### src/rtl/apb_spi_norflash_ctrl_pkg.sv
// Shared constants and frame state encoding for the APB to word-parallel NOR flash bridge.
package apb_spi_norflash_ctrl_pkg;

  localparam int LINEWIDE = 32;
  localparam int ADDR_W   = 24;
  localparam int CMD_W    = 8;

  localparam logic [CMD_W-1:0] CMD_READ  = 8'h01;
  localparam logic [CMD_W-1:0] CMD_WRITE = 8'h02;

  typedef enum logic [2:0] {
    IDLE   = 3'd0,
    CMD_LO = 3'd1,
    CMD_HI = 3'd2,
    DAT_LO = 3'd3,
    DAT_HI = 3'd4
  } frame_state_e;

endpackage

### src/rtl/apb_spi_norflash_ctrl_spi_frame_engine.sv
// Two-beat flash frame sequencer: owns the frame FSM and drives s_clk, s_css and s_mosi.
module spi_frame_engine
  import apb_spi_norflash_ctrl_pkg::*;
(
  input  logic                clk_i,
  input  logic                rst_i,
  input  logic                start_i,
  input  logic                write_i,
  input  logic [LINEWIDE-1:0] cmd_word_i,
  input  logic [LINEWIDE-1:0] data_word_i,
  output logic                busy_o,
  output logic                capture_o,
  output logic                s_clk_o,
  output logic                s_css_o,
  output logic [LINEWIDE-1:0] s_mosi_o
);

  frame_state_e        state_q, state_d;
  logic                sclk_q, sclk_d;
  logic                css_q, css_d;
  logic [LINEWIDE-1:0] mosi_q, mosi_d;

  // Next-state and pin values for each phase of the frame.
  always_comb begin
    state_d = state_q;
    sclk_d  = sclk_q;
    css_d   = css_q;
    mosi_d  = mosi_q;
    case (state_q)
      IDLE: begin
        if (start_i) begin
          css_d   = 1'b0;
          mosi_d  = cmd_word_i;
          state_d = CMD_LO;
        end else begin
          state_d = IDLE;
        end
      end
      CMD_LO: begin
        sclk_d  = 1'b1;
        state_d = CMD_HI;
      end
      CMD_HI: begin
        sclk_d  = 1'b0;
        mosi_d  = data_word_i;
        state_d = DAT_LO;
      end
      DAT_LO: begin
        sclk_d  = 1'b1;
        state_d = DAT_HI;
      end
      DAT_HI: begin
        sclk_d  = 1'b0;
        css_d   = 1'b1;
        mosi_d  = {LINEWIDE{1'b0}};
        state_d = IDLE;
      end
      default: begin
        sclk_d  = 1'b0;
        css_d   = 1'b1;
        mosi_d  = {LINEWIDE{1'b0}};
        state_d = IDLE;
      end
    endcase
  end

  // Frame state and pin registers; reset leaves the flash deselected.
  always_ff @(posedge clk_i or posedge rst_i) begin
    if (rst_i) begin
      state_q <= IDLE;
      sclk_q  <= 1'b0;
      css_q   <= 1'b1;
      mosi_q  <= {LINEWIDE{1'b0}};
    end else begin
      state_q <= state_d;
      sclk_q  <= sclk_d;
      css_q   <= css_d;
      mosi_q  <= mosi_d;
    end
  end

  assign busy_o    = (state_q != IDLE);
  assign capture_o = (state_q == DAT_HI) && !write_i;
  assign s_clk_o   = sclk_q;
  assign s_css_o   = css_q;
  assign s_mosi_o  = mosi_q;

endmodule

### src/rtl/apb_spi_norflash_ctrl.sv
// APB slave front end: decodes zero-wait accesses, latches the request and holds the read result.
module apb_spi_norflash_ctrl
  import apb_spi_norflash_ctrl_pkg::*;
(
  input  logic                p_clk,
  input  logic                p_rst,
  input  logic [LINEWIDE-1:0] p_addr,
  input  logic                p_write,
  input  logic                p_sel_x,
  input  logic                p_enable,
  input  logic [LINEWIDE-1:0] p_wdata,
  output logic [LINEWIDE-1:0] p_rdata,
  output logic [LINEWIDE-1:0] s_mosi,
  input  logic [LINEWIDE-1:0] s_miso,
  output logic                s_clk,
  output logic                s_css
);

  logic                write_q, write_d;
  logic [LINEWIDE-1:0] wdata_q, wdata_d;
  logic [LINEWIDE-1:0] rdata_q, rdata_d;
  logic                busy_s, capture_s, accept_s;
  logic [LINEWIDE-1:0] cmd_word_s, data_word_s;
  logic                unused_addr_s;

  // Access-phase edges arriving while a frame is in flight are dropped.
  assign accept_s      = p_sel_x && p_enable && !busy_s;
  assign cmd_word_s    = {p_addr[ADDR_W-1:0], (p_write ? CMD_WRITE : CMD_READ)};
  assign data_word_s   = write_q ? wdata_q : {LINEWIDE{1'b0}};
  assign unused_addr_s = ^p_addr[LINEWIDE-1:ADDR_W];

  // Request latch on accept and read capture at the end of a read frame.
  always_comb begin
    write_d = write_q;
    wdata_d = wdata_q;
    rdata_d = rdata_q;
    if (accept_s) begin
      write_d = p_write;
      wdata_d = p_wdata;
    end else begin
      write_d = write_q;
      wdata_d = wdata_q;
    end
    if (capture_s) begin
      rdata_d = s_miso;
    end else begin
      rdata_d = rdata_q;
    end
  end

  // Request and read-data registers.
  always_ff @(posedge p_clk or posedge p_rst) begin
    if (p_rst) begin
      write_q <= 1'b0;
      wdata_q <= {LINEWIDE{1'b0}};
      rdata_q <= {LINEWIDE{1'b0}};
    end else begin
      write_q <= write_d;
      wdata_q <= wdata_d;
      rdata_q <= rdata_d;
    end
  end

  spi_frame_engine u_engine (
    .clk_i       (p_clk),
    .rst_i       (p_rst),
    .start_i     (accept_s),
    .write_i     (write_q),
    .cmd_word_i  (cmd_word_s),
    .data_word_i (data_word_s),
    .busy_o      (busy_s),
    .capture_o   (capture_s),
    .s_clk_o     (s_clk),
    .s_css_o     (s_css),
    .s_mosi_o    (s_mosi)
  );

  assign p_rdata = rdata_q;

endmodule

### config.mk
export PLATFORM = sky130hd
export DESIGN_NAME = apb_spi_norflash_ctrl
export DESIGN_NICKNAME = d
export VERILOG_FILES = /design/src/rtl/apb_spi_norflash_ctrl_pkg.sv /design/src/rtl/apb_spi_norflash_ctrl_spi_frame_engine.sv /design/src/rtl/apb_spi_norflash_ctrl.sv
export SDC_FILE = /design/constraint.sdc
export NUM_CORES = 1
export LEC_CHECK = 0
export CAP_MARGIN = 5
export CELL_PAD_IN_SITES_DETAIL_PLACEMENT = 1
export CELL_PAD_IN_SITES_GLOBAL_PLACEMENT = 2
export CORE_UTILIZATION = 29
export CTS_BUF_LIST = sky130_fd_sc_hd__clkbuf_8
export CTS_CLUSTER_SIZE = 12
export DETAILED_ROUTE_END_ITERATION = 8
export PLACE_DENSITY_LB_ADDON = 0.2
export SYNTH_ARGS = -nofsm -noshare
export SYNTH_HDL_FRONTEND = slang
export SYNTH_SLANG_ARGS = --single-unit
### constraint.sdc
create_clock -name p_clk -period 5.35 [get_ports p_clk]
set_input_delay 1.605 -clock p_clk [delete_from_list [all_inputs] [get_ports p_clk]]
set_output_delay 1.605 -clock p_clk [all_outputs]
set_load 0.01 [all_outputs]
==> run summary, run 1 <==
outcome = finished clean
Synth Flop Type = dfrtp_1
total power draw = 3.26 mW
GRT Total Usage = 0.146
largest net degree at the start of global routing = 82
register area share after synthesis = 0.613
routed wire length = 10.1 mm
vias = 2818
initial antenna violation count = 0
fin crit period = 3.10 ns
fmax = 323 MHz
Detailed Route Iter0 Violations = 102
first-pass GRT wire length = 16.3 mm
sequential power share = 0.416
Layout Nets = 519
CP Max Fanout = 30
post-CTS sizing = 0
Post-CTS Setup Inserts = 0
Post-route DRC = 0
Worst EP required = 5.61 ns
combinational share of power = 0.449
DP Worst Slack = 1.82 ns
die area = 14900 µm²
Net Count, Synth = 362
buffers added on ports = 158
vias in the first global route = 3148
max_slew headroom = 0.319
Mapped Area = 4170 µm²
Routed Antenna Nets = 0
switching share of power = 0.314
Arr. time, crit path = 3.36 ns
DP Wirelength = 6.74 mm
TritonCTS buffer count = 9
H-Tree Depth = 3
number of synthesized flops with an enable pin = 0
post-route worst setup slack = 2.25 ns
max_cap viols = 0
clock buffer depth = 2
fin crit share = 0.580
Psw = 1.02 mW
power per cell area = 538 nW/µm²
# rows = 43
Core Area = 13900 µm²
Initial Util = 0.299
Static Leak = 2.53 nW
Antenna diodes = 0
Least-Margin Pin Slew = 1.02 ns
Slew Viols, Final = 0
remaining global-route overflow = 0
r2r worst-path depth = 3
CP endpoint kind = flip-flop
clock skew = 0.00694 ns
Mapped Cells = 261
Clk pin slew, worst setup/hold paths = 0.09 ns
Die Y = 122 µm
peak supply drop = 214 µV
vias per cell = 4.68
Skew-Pair Late Insertion Delay = 0.37 ns
syn avg cell area = 16.0 µm²
P_int = 2.23 mW
YS warnings = 0
CTS root buf = clkbuf_8
RSZ-0062 raised after global routing = no
CP Class = in -> reg
cts hold-fix bufs = 0
Die W = 122 µm
worst hold stages = 1
CTS tree = built
layout cells sized above 1 = 0.265
hold crit path type = reg -> reg
WL/cell = 16.7 µm
# setup viols final = 0
Synth cell types = 24
Pre-antenna DRT Iters = 3
Ports = 167
clock sinks = 102
Final Hold Viols = 0
nature of the critical path startpoint = input pin
setup TNS = 0 ns
Area growth syn-to-layout = 45.4%
Clock power frac = 0.135
Final GP Congestion = 0.674
Post-synth ARST share = 1.00
Yosys reg bits = 102
-- worst paths after layout --
| kind | startpoint | end | slack (ns) |
|---|---|---|---|
| worst max-delay path | p_sel_x | wdata_q[17] | 2.25 |
| worst min-delay path | p_rdata[25] | p_rdata[25] | 0.50 |
| worst max register to register | u_engine.state_q[0] | wdata_q[17] | 3.30 |
| worst min register to register | p_rdata[25] | p_rdata[25] | 0.50 |
| max in group asynchronous | p_rst | wdata_q[11] | 2.59 |
| min in group asynchronous | p_rst | p_rdata[28] | 1.80 |
-- cell usage in the layout (no fill, tap or decap), types with 2 or more instances in the layout --
master / n
buf_4: 5
dfrtp_1: 101
clkbuf_8: 11
clkdlybuf4s50_1: 158
nor2_1: 2
mux2_1: 4
a21oi_1: 2
inv_1: 5
a22o_1: 32
mux2_2: 87
-- stage by stage --
stage                      util  area [µm²]  hold slack, ns  cells
after floorplan               -        4170           0.459    261
after global placement    0.423        5890           0.467    587
after detailed placement  0.423        5890           0.474    587
after CTS                 0.435        6060           0.502    602
after global routing      0.435        6060           0.513    602
final                     0.435        6060           0.495    602
-- sequential cells by signal, indices dropped and copies added, names as in the netlist --
signal,cells
write_q,1
u_engine.s_clk_o,1
u_engine.state_q,3
u_engine.s_css_o,1
wdata_q,32
p_rdata,32
u_engine.s_mosi_o,32
-- cells by family after synthesis --
kind of cell / after synthesis / synth area share
flops: 102 / 0.613
buf+inv: 20 / 0.0390
simple gates: 9 / 0.0216
mux: 91 / 0.246
compound gates: 38 / 0.0784
xor+xnor: 1 / 0.00210
-- routing by layer --
metal	part of all wire	track usage	vias to the layer above
met5	0	0	-
met4	0.017	0.0648	0
met3	0.087	0.0515	11
met2	0.49	0.238	97
met1	0.41	0.172	1445
li1	-	-	1265
-- power by group through the flow --
| stage | clock, mW | sequential (mW) | combinational [mW] |
|---|---|---|---|
| detailed placement | 0 | 1.38 | 1.49 |
| global route | 0.492 | 1.41 | 1.59 |
| global placement | 0 | 1.36 | 1.47 |
| CTS | 0.465 | 1.37 | 1.50 |
| finish | 0.439 | 1.36 | 1.46 |
| floorplan | 0 | 1.41 | 0.783 |
-- synth_stat cells (2+ instances only) --
cell type  number  share of area
dfrtp_1       101           0.61
mux2_2         87           0.24
a22o_1         32          0.067
buf_6           8          0.022
buf_4           7          0.013
mux2_1          4          0.011
inv_1           3         0.0027
a21oi_1         2         0.0024
nor2_1          2         0.0018
-- critical path, cell delays in order --
cell             delay, ns
clkdlybuf4s50_1       0.48
nand2_1               0.13
nor4_4                0.26
buf_4                 0.47
mux2_2                0.39
-- area by class of cell --
class,instances,area [µm²]
fillers,1444,7880
flip-flops and latches,102,2550
repair buffers,163,1620
multi-input cells,139,1480
well taps,180,225
clock buffers,11,151
clock inverters,4,16.3
inverters,3,13.8
Power figures use the tool's default switching activity.
==> inputs of run 2 (changes only) <==
- clock period: 5.35 -> 3.1 ns (I/O delays scaled with it)
==> run summary, run 2 (synthesized netlist as in run 1, its figures left out) <==
outcome = finished clean
peak supply drop = 410 µV
CTS root buf = clkbuf_8
Pre-antenna DRT Iters = 4
layout filler cell count = 1428
TritonCTS buffer count = 9
max_cap viols = 0
CP max stage delay = 0.56 ns
WL/cell = 16.5 µm
nature of the critical path startpoint = flip-flop
post-CTS sizing = 0
# setup viols final = 0
Buf/Inv on CP = 1
vias in the first global route = 3040
RSZ-0062 raised after global routing = no
delay-heaviest family, CP = buffers and inverters
remaining global-route overflow = 0
max_slew headroom = 0.598
fin crit share = 0.776
Critical-path top delay cell = clkdlybuf4s50_1
clock skew = 0.00699 ns
setup TNS = 0 ns
H-Tree Depth = 3
total power draw = 6.04 mW
Detailed Route Iter0 Violations = 70
CP Class = reg -> out
CP endpoint kind = output pin
largest net degree at the start of global routing = 40
Antenna diodes = 0
power per cell area = 970 nW/µm²
commonest non-fill, non-tap cell in the layout = clkdlybuf4s50_1
Die Y = 122 µm
hold crit path type = reg -> reg
crit-path cells = clkdlybuf4s50_1
Layout Nets = 523
Clk pin slew, worst setup/hold paths = 0.09 ns
fmax = 416 MHz
Final GP Congestion = 0.664
Routed Antenna Nets = 0
routed wire length = 10.0 mm
first-pass GRT wire length = 16.0 mm
Worst EP required = 2.17 ns
cts hold-fix bufs = 0
Skew-Pair Late Insertion Delay = 0.37 ns
initial antenna violation count = 0
clock sinks = 102
Post-route DRC = 0
vias = 2807
Initial Util = 0.299
layout cells sized above 1 = 0.281
DP Wirelength = 6.76 mm
commonest non-fill, non-tap cells in the layout = clkdlybuf4s50_1 (158), dfrtp_1 (101), mux2_2 (87)
Final Hold Viols = 0
CTS tree = built
Arr. time, crit path = 1.47 ns
GRT Total Usage = 0.145
Least-Margin Pin Slew = 0.603 ns
Ports = 167
fin crit period = 2.40 ns
Static Leak = 2.60 nW
buffers added on ports = 158
clock buffer depth = 2
Area growth syn-to-layout = 49.4%
CP Max Fanout = 2
die area = 14900 µm²
# rows = 43
Core Area = 13900 µm²
vias per cell = 4.62
Post-CTS Setup Inserts = 0
Slew Viols, Final = 0
Die W = 122 µm
==> run 2: cell count changes in the layout (fill, tap and decap cells not counted), sizes merged <==
cell / change
buf: +4
inv: -4
clkinvlp: +1
bufinv: +5
clkbuf: -2
clkinv: +1
==> run 2: layer usage <==
layer,wire (µm),global-route usage,vias to the layer above,share of wire
met2,4710,0.224,102,0.47
li1,-,-,1279,-
met4,196,0.0694,0,0.020
met5,0,0,-,0
met1,4220,0.178,1414,0.42
met3,901,0.0524,12,0.090
==> run 2: final cells by class <==
class / instances / area, µm² / share of cell area
inverter: 3 / 15.0 / 0.00241
timing repair buffer: 167 / 1670 / 0.269
multi-input combinational: 139 / 1470 / 0.236
clock inverter: 7 / 160 / 0.0257
clock buffer: 9 / 124 / 0.0199
tap: 180 / 225 / 0.0362
sequential: 102 / 2550 / 0.410
==> run 2: per-stage QoR <==
stage / cell area [µm²] / instances / util / setup WS (ns) / hold WS (ns)
2_1_floorplan: 4170 / 261 / - / 0.953 / 0.459
3_3_place_gp: 5940 / 591 / 0.426 / 0.566 / 0.467
3_5_place_dp: 5940 / 591 / 0.426 / 0.531 / 0.471
4_1_cts: 6220 / 607 / 0.447 / 0.659 / 0.492
5_1_grt: 6220 / 607 / 0.447 / 0.631 / 0.514
6_report: 6220 / 607 / 0.447 / 0.696 / 0.488
==> run 2: final timing paths <==
path,slack (ns),cells after the start,start,endpoint
worst min-delay path,0.49,2,u_engine.s_css_o,u_engine.s_css_o
worst min register to register,0.49,2,u_engine.s_css_o,u_engine.s_css_o
min in group asynchronous,0.82,2,p_rst,u_engine.s_clk_o
worst max register to register,1.25,3,u_engine.state_q[0],p_rdata[2]
worst max-delay path,0.70,1,u_engine.s_css_o,s_css
max in group asynchronous,1.64,3,p_rst,p_rdata[7]
==> run 2: power by group <==
group,internal (mW),switching (mW)
logic,1.59,0.948
registers,1.96,0.379
clock network,0.696,0.470
==> inputs of run 3 (changes only) <==
- CORE_UTILIZATION: 29 -> 27
- clock period: 3.1 -> 2.1 ns (I/O delays scaled with it)
==> run summary, run 3 (synthesized netlist as in run 1, its figures left out) <==
met1 GRT Util = 0.165
CP endpoint kind = output pin
routed wire length = 10.2 mm
Clock power frac = 0.148
fin crit share = 0.922
Clk pin slew, worst setup/hold paths = 0.10 ns
vias in the first global route = 3204
CP Max Fanout = 2
CP max stage delay = 0.57 ns
met3 Use GR = 0.0705
Core Area = 15100 µm²
vias = 2803
Reg2Reg Setup Slack = 0.36 ns
delay-heaviest family, CP = buffers and inverters
layout cells sized above 1 = 0.280
Detailed Route Iter0 Violations = 63
r2r worst-path depth = 3
TritonCTS buffer count = 9
GRT Total Usage = 0.140
Antenna diodes = 0
Final GP Congestion = 0.682
P_int = 5.92 mW
Die Y = 126 µm
Layout Nets = 525
first-pass GRT wire length = 17.1 mm
Ports = 167
commonest non-fill, non-tap cells in the layout = clkdlybuf4s50_1 (157), dfrtp_1 (101), mux2_2 (87)
Levels on crit path = 1
die area = 15900 µm²
CTS tree = built
Buf/Inv on CP = 1
Static Leak = 2.59 nW
# rows = 45
combinational share of power = 0.452
peak supply drop = 705 µV
max_slew headroom = 0.664
Post-CTS Setup Inserts = 0
Pre-antenna DRT Iters = 4
buffers added on ports = 158
FF/Latch Area = 2550 µm²
DP Wirelength = 6.78 mm
H-Tree Depth = 3
max_cap viols = 0
Critical-path top delay cell = clkdlybuf4s50_1
remaining global-route overflow = 0
crit-path cells = clkdlybuf4s50_1
area of the multi-input gates = 1470 µm²
Hold EP = u_engine.s_css_o
Slew Viols, Final = 0
fmax = 517 MHz
Arr. time, crit path = 1.31 ns
Die W = 126 µm
final std cells w/o fill = 617
CP Class = reg -> out
Final Hold Viols = 0
nature of the critical path startpoint = flip-flop
commonest non-fill, non-tap cell in the layout = clkdlybuf4s50_1
Psw = 2.65 mW
switching share of power = 0.310
GR Util met2 = 0.225
Post-route DRC = 0
RSZ-0062 raised after global routing = no
power per cell area = 1380 nW/µm²
Routed Antenna Nets = 0
Cells after DPL = 601
fin crit period = 1.94 ns
Area growth syn-to-layout = 49.2%
Least-Margin Pin Slew = 0.505 ns
vias per cell = 4.54
Util after Layout = 0.410
largest net degree at the start of global routing = 61
clock skew = 0.0101 ns
layout filler cell count = 1559
post-CTS sizing = 1
worst hold stages = 2
Skew-Pair Late Insertion Delay = 0.37 ns
WL/cell = 16.6 µm
hold_sp = u_engine.s_css_o
r2r startpoint = u_engine.state_q[2]
reg-to-reg endpoint = p_rdata[19]
CTS root buf = clkbuf_8
sequential power share = 0.400
clock buffer depth = 2
initial antenna violation count = 0
cts hold-fix bufs = 0
clock sinks = 102
# setup viols final = 0
Worst EP required = 1.47 ns
outcome = finished clean
GR peak layer = met2
Initial Util = 0.275
hold crit path type = reg -> reg
## run 3: changes by cell type in the layout (fill, tap and decap cells not counted), sizes merged
cell / before / now
clkdlybuf4s50: 158 / 157
clkinv: 2 / 1
inv: 2 / 4
buf: 9 / 11
clkinvlp: 1 / 2
bufinv: 5 / 1
clkbuf: 9 / 11
dlygate4sd2: 0 / 1
## run 3: worst max-delay path by stage
stage	from	endpoint	slack, ns
global route	u_engine.s_clk_o	s_clk	0.05
CTS	u_engine.s_clk_o	s_clk	0.12
floorplan	p_rst	p_rdata[0]	0.25
global placement	p_sel_x	wdata_q[19]	-0.07
detailed placement	p_enable	wdata_q[30]	-0.10
finish	u_engine.s_clk_o	s_clk	0.16
## run 3: power groups by stage
stage | clock [mW] | combinational [mW] | sequential, mW
after CTS | 1.36 | 3.98 | 3.45
after detailed placement | 0 | 3.97 | 3.48
after floorplan | 0 | 2.00 | 3.59
final | 1.27 | 3.88 | 3.43
after global routing | 1.42 | 4.23 | 3.57
after global placement | 0 | 3.90 | 3.42
## run 3: routing by layer
layer	vias up	wire, µm
met5	-	0
met3	6	977
met1	1410	4350
met4	0	98
met2	112	4790
li1	1275	-
## run 3: per-stage QoR
step                setup TNS [ns]  total power, mW  area (µm²)  hold WS [ns]  worst slack, ns
CTS                              0             8.78        6210         0.499            0.118
global placement             -2.04             7.33        6010         0.466          -0.0693
floorplan                        0             5.59        4170         0.459            0.253
global route                     0             9.22        6210         0.530           0.0464
detailed placement           -3.24             7.45        6010         0.477           -0.103
finish                           0             8.57        6210         0.489            0.165
## run 3: cell type report
cell class | instances | area share
sequential | 102 | 0.411
timing repair buffer | 169 | 0.280
multi-input combinational | 139 | 0.237
tap | 188 | 0.0378
clock buffer | 11 | 0.0244
clock inverter | 5 | 0.00805
inverter | 3 | 0.00242
